$ cat config.mk
export PLATFORM = sky130hd
export DESIGN_NAME = mybus_frame_tx
export DESIGN_NICKNAME = d
export VERILOG_FILES = /design/src/rtl/mybus_frame_tx.sv
export SDC_FILE = /design/constraint.sdc
export NUM_CORES = 1
export LEC_CHECK = 0
export BUFFER_PORTS_ARGS = -buffer_cell sky130_fd_sc_hd__buf_2
export CORE_MARGIN = 2
export CORE_UTILIZATION = 50
export DETAILED_ROUTE_END_ITERATION = 10
export MAX_ROUTING_LAYER = met4
export PLACE_DENSITY_LB_ADDON = 0.25
export REMOVE_ABC_BUFFERS = 1
export SLEW_MARGIN = 20
export SYNTH_ARGS = -nofsm -noshare
export SYNTH_HDL_FRONTEND = slang
export SYNTH_SLANG_ARGS = --single-unit
$ cat constraint.sdc
create_clock -name ck -period 1.5 [get_ports ck]
set_input_delay 0.15 -clock ck [delete_from_list [all_inputs] [get_ports ck]]
set_output_delay 0.15 -clock ck [all_outputs]
set_load 0.01 [all_outputs]
$ cat src/rtl/mybus_frame_tx.sv
// MyBus frame transmitter: start strobe, DATA_W payload bits LSB first, optional
// even parity bit (MYBUS_FRAME_TX_PARITY_EN), then GAP_CYCLES idle cycles.
module mybus_frame_tx #(
  parameter int DATA_W     = 8,
  parameter int GAP_CYCLES = 2
) (
  input  logic              ck,
  input  logic              arst,
  input  logic [DATA_W-1:0] tx_data,
  input  logic              tx_valid,
  input  logic              isolate,
  output logic              tx_ready,
  output logic              start,
  output logic              data,
  output logic              busy,
  output logic              frame_done,
  output logic              frame_abort
);

  localparam int BW = (DATA_W > 1) ? $clog2(DATA_W) : 1;

`ifdef MYBUS_FRAME_TX_PARITY_EN
  typedef enum logic [2:0] {IDLE, START, SHIFT, PARITY, GAP} state_t;
  logic par_q, par_nx;
`else
  typedef enum logic [2:0] {IDLE, START, SHIFT, GAP} state_t;
`endif

  state_t            state, state_nx;
  logic [DATA_W-1:0] sreg, sreg_nx;
  logic [BW-1:0]     bit_cnt, bit_nx;
  logic [3:0]        gap_cnt, gap_nx;
  logic              aborted, aborted_nx;
  logic              start_nx, data_nx, done_nx, abort_nx;

  assign tx_ready = (state == IDLE) && !isolate;

  always_comb begin
    state_nx   = state;
    sreg_nx    = sreg;
    bit_nx     = bit_cnt;
    gap_nx     = gap_cnt;
    aborted_nx = aborted;
    start_nx   = 1'b0;
    data_nx    = 1'b0;
    done_nx    = 1'b0;
    abort_nx   = 1'b0;
`ifdef MYBUS_FRAME_TX_PARITY_EN
    par_nx     = par_q;
`endif
    case (state)
      IDLE: if (tx_valid && tx_ready) begin
        state_nx   = START;
        sreg_nx    = tx_data;
        bit_nx     = '0;
        aborted_nx = 1'b0;
        start_nx   = 1'b1;
`ifdef MYBUS_FRAME_TX_PARITY_EN
        par_nx     = ^tx_data;
`endif
      end
      START, SHIFT: begin
        if (isolate) begin
          state_nx   = GAP;
          gap_nx     = '0;
          aborted_nx = 1'b1;
          abort_nx   = 1'b1;
        end else if (state == SHIFT && bit_cnt == BW'(DATA_W - 1)) begin
`ifdef MYBUS_FRAME_TX_PARITY_EN
          state_nx = PARITY;
          data_nx  = par_q;
`else
          state_nx = GAP;
          gap_nx   = '0;
          done_nx  = (GAP_CYCLES == 1);
`endif
        end else begin
          // Each shift cycle presents sreg[0]; the counter tracks the bit on the line.
          state_nx = SHIFT;
          data_nx  = sreg[0];
          sreg_nx  = {1'b0, sreg[DATA_W-1:1]};
          bit_nx   = (state == START) ? '0 : bit_cnt + 1'b1;
        end
      end
`ifdef MYBUS_FRAME_TX_PARITY_EN
      PARITY: begin
        state_nx = GAP;
        gap_nx   = '0;
        if (isolate) begin
          aborted_nx = 1'b1;
          abort_nx   = 1'b1;
        end else begin
          done_nx = (GAP_CYCLES == 1);
        end
      end
`endif
      GAP: begin
        if (int'(gap_cnt) == GAP_CYCLES - 1) begin
          state_nx = IDLE;
        end else begin
          gap_nx  = gap_cnt + 1'b1;
          done_nx = !aborted && (int'(gap_cnt) == GAP_CYCLES - 2);
        end
      end
      default: state_nx = IDLE;
    endcase
  end

  always_ff @(posedge ck or posedge arst) begin
    if (arst) begin
      state       <= IDLE;
      sreg        <= '0;
      bit_cnt     <= '0;
      gap_cnt     <= '0;
      aborted     <= 1'b0;
      start       <= 1'b0;
      data        <= 1'b0;
      busy        <= 1'b0;
      frame_done  <= 1'b0;
      frame_abort <= 1'b0;
    end else begin
      state       <= state_nx;
      sreg        <= sreg_nx;
      bit_cnt     <= bit_nx;
      gap_cnt     <= gap_nx;
      aborted     <= aborted_nx;
      start       <= start_nx;
      data        <= data_nx;
      busy        <= (state_nx != IDLE);
      frame_done  <= done_nx;
      frame_abort <= abort_nx;
    end
  end

`ifdef MYBUS_FRAME_TX_PARITY_EN
  always_ff @(posedge ck or posedge arst) begin
    if (arst) par_q <= 1'b0;
    else      par_q <= par_nx;
  end
`endif

endmodule

==> impl_metrics.toml <==
[routing]
finalWirelength_um = 2560
vias = 907
dr.pass1.iters = 4
drtIter0Drc = 8
drc_errors = 0
wire_per_inst_um = 14.3
ant_nets = 0
vias_per_cell = 5.07

[floorplanning]
start_util = 0.516
io_pins = 18
core_um2 = 2410
die_area_um2 = 2900
row_count = 18
die_x_um = 53.9
die_y_um = 53.9

[logic_synthesis]
synthCells = 109
synth_ff_type = "dfrtp_1"
synthTopCellsByArea = "dfrtp_1 (48%), mux2i_1 (6.4%), ha_1 (5.0%), nor2_1 (4.2%), a21oi_1 (3.2%)"
synth_top_cell_area_share = 0.483
async_flop_share = 1.00
synth.distinct_cells = 37
syn_avg_cell_area_um2 = 11.4
syn_area_um2 = 1240
synth_top_area_cell = "dfrtp_1"
synth-seq-area-share = 0.483
ys_seq_elements = 24
yosys_warnings = 0
synth_edf_count = 0

[cells_and_area]
fin_cells = 179
antenna_cells = 0
final_area_um2 = 1640
nets = 167
drive_gt1_frac = 0.470
nFillCells = 181
area_growth_syn_to_layout_pct = 32.1

[power]
p_total_mw = 2.24
ir_drop_uv = 946
power_density_nw_per_um2 = 1360
leakage_nw = 0.779

[critical_path]
slowest_stage = "dfrtp_2"
worstPathRequired_ns = 1.71
cp.buffers_inverters = 1
worstSetupPathType = "reg2reg"
ff2ff_path_depth = 5
end_kind = "flop"
worstSetupStartpointType = "flop"
crit_arrival_ns = 1.84
critPathMaxStageDelay_ns = 0.49
cp.depth = 5
crit_chain = "buf_4 > and3b_2 > a21boi_4 > o311ai_2 > o31ai_2"
crit_family = "compound AO/OA/AOI/OAI gates"
path_max_fanout = 6

[worst_hold_path]
min_path_type = "in2reg"
whs_path_depth = 3

[sta]
hold_viol_final = 0
min_period_over_period = 1.08
finalSetupViolCount = 13
max_freq_mhz = 615
post-route-min-period_ns = 1.63
rsz0062_at_grt = "true"
holdWs_ns = 0.0609
finalMaxSlewViolations = 0
skew_ns = 0.00350
setup_ws_ns = -0.127

[placement]
dp_cells = 164
io_buffers = 17
hpwlAfterDp_um = 1610
post-place-ws_ns = -0.160
post_dp_cell_area_um2 = 1420
place.gp.congestion = 0.794

[clock_network]
clock_path_buffers = 2
clkSinkCount = 24
cts-root-buf = "clkbuf_4"
cts_max_level = 1
cts_made_buffers = 3
path_clk_slew_ns = 0.13
cts_tree = "yes"
insertion_delay_ns = 0.32

[global_route]
grt_pass1_vias = 877
gr-total-overflow = 0
top_usage_layer = "met2"
use_met1 = 0.237
grtUsageMet3 = 0.0472
grt_max_degree = 25
met2_usage = 0.341
grt_pass1_wl_um = 4020
grt_usage = 0.211
antenna_found_initial = 0

[outcome]
outcome = "finished with violations"
violations = "setup timing"

[flow_run]
cap_violations = 0
-- cells by family after synthesis --
family                   Yosys count  synth area share
AND/OR/NAND/NOR                   33             0.165
flip-flops                        24             0.483
AO/OA/AOI/OAI                     19             0.115
buffers and inverters             14            0.0614
multiplexers                      10            0.0856
adder cells (fa/ha/maj)            5            0.0504
XOR/XNOR                           3            0.0363
other                              1           0.00302
-- per-layer routing --
| metal | wire [um] | up-vias | part of all wire |
|---|---|---|---|
| li1 | - | 451 | - |
| met1 | 1100 | 436 | 0.43 |
| met2 | 1290 | 16 | 0.50 |
| met3 | 103 | 4 | 0.040 |
| met4 | 61 | 0 | 0.024 |
| met5 | 0 | - | 0 |
-- synthesized netlist by cell type, drive strengths merged (2+ instances only) --
master	n
a21oi	8
nor2	16
o21ai	4
inv	9
mux2i	8
nand4	2
dfrtp	24
nand3b	3
buf	5
nand2	3
mux2	2
ha	5
xnor2	2
o21a	2
-- final timing paths --
check | startpoint | slack, ns | end
max | state[0]$_DFF_PP0_ | -0.13 | gap_cnt[1]$_DFFE_PP0P_
min | tx_data[7] | 0.06 | sreg[7]$_DFFE_PP0P_
max reg2reg | state[0]$_DFF_PP0_ | -0.13 | gap_cnt[1]$_DFFE_PP0P_
min reg2reg | aborted$_DFFE_PP0P_ | 0.51 | aborted$_DFFE_PP0P_
max in group asynchronous | arst | 0.86 | state[0]$_DFF_PP0_
min in group asynchronous | arst | 0.38 | busy$_DFF_PP0_
-- area by class of cell --
cell class / instances / area (um^2) / area share
sequential: 24 / 604 / 0.368
tap: 30 / 37.5 / 0.0229
inverter: 9 / 33.8 / 0.0206
clock buffer: 4 / 36.3 / 0.0221
multi-input combinational: 71 / 636 / 0.387
timing repair buffer: 41 / 294 / 0.179
-- flip-flops by register name (all words and copies together) (netlist names) --
name / cells
start: 1
data: 1
bit_cnt: 3
busy: 1
frame_done: 1
state: 3
aborted: 1
frame_abort: 1
gap_cnt: 4
sreg: 8
-- power by group --
group | switching, mW | internal, mW | leakage (nW) | total, mW
logic | 0.432 | 0.504 | 0.458 | 0.936
clock network | 0.198 | 0.149 | 0.0210 | 0.346
registers | 0.125 | 0.829 | 0.300 | 0.954
-- stage by stage --
step            util  TNS [ns]
4_1_cts        0.654    -0.363
5_1_grt        0.681     -1.90
3_3_place_gp   0.589    -0.742
3_5_place_dp   0.589     -1.55
2_1_floorplan      -     -2.27
6_report       0.681    -0.959
-- worst reg2reg max path, cell delays in order, from the launching register on --
cell and delay (ns):
dfrtp_2 0.49, buf_4 0.18, and3b_2 0.20, a21boi_4 0.17
o311ai_2 0.35, o31ai_2 0.13
-- cells in the final DEF (no fill, tap or decap), types with 4 or more instances in the layout --
| cell | n |
|---|---|
| inv_1 | 9 |
| nor2_1 | 14 |
| a21oi_1 | 8 |
| mux2i_1 | 8 |
| buf_2 | 16 |
| dfrtp_1 | 21 |
| clkbuf_4 | 4 |
| buf_4 | 19 |
-- repair_timing --
item,4_1_cts,5_1_grt
pin swaps,2,2
hold buffers,1,0
gates cloned,1,0
setup buffers,7,2
endpoints found under the setup margin,16,17
resized for setup,12,11
hold endpoints to repair,24,0
(Power assumes the default switching activity.)
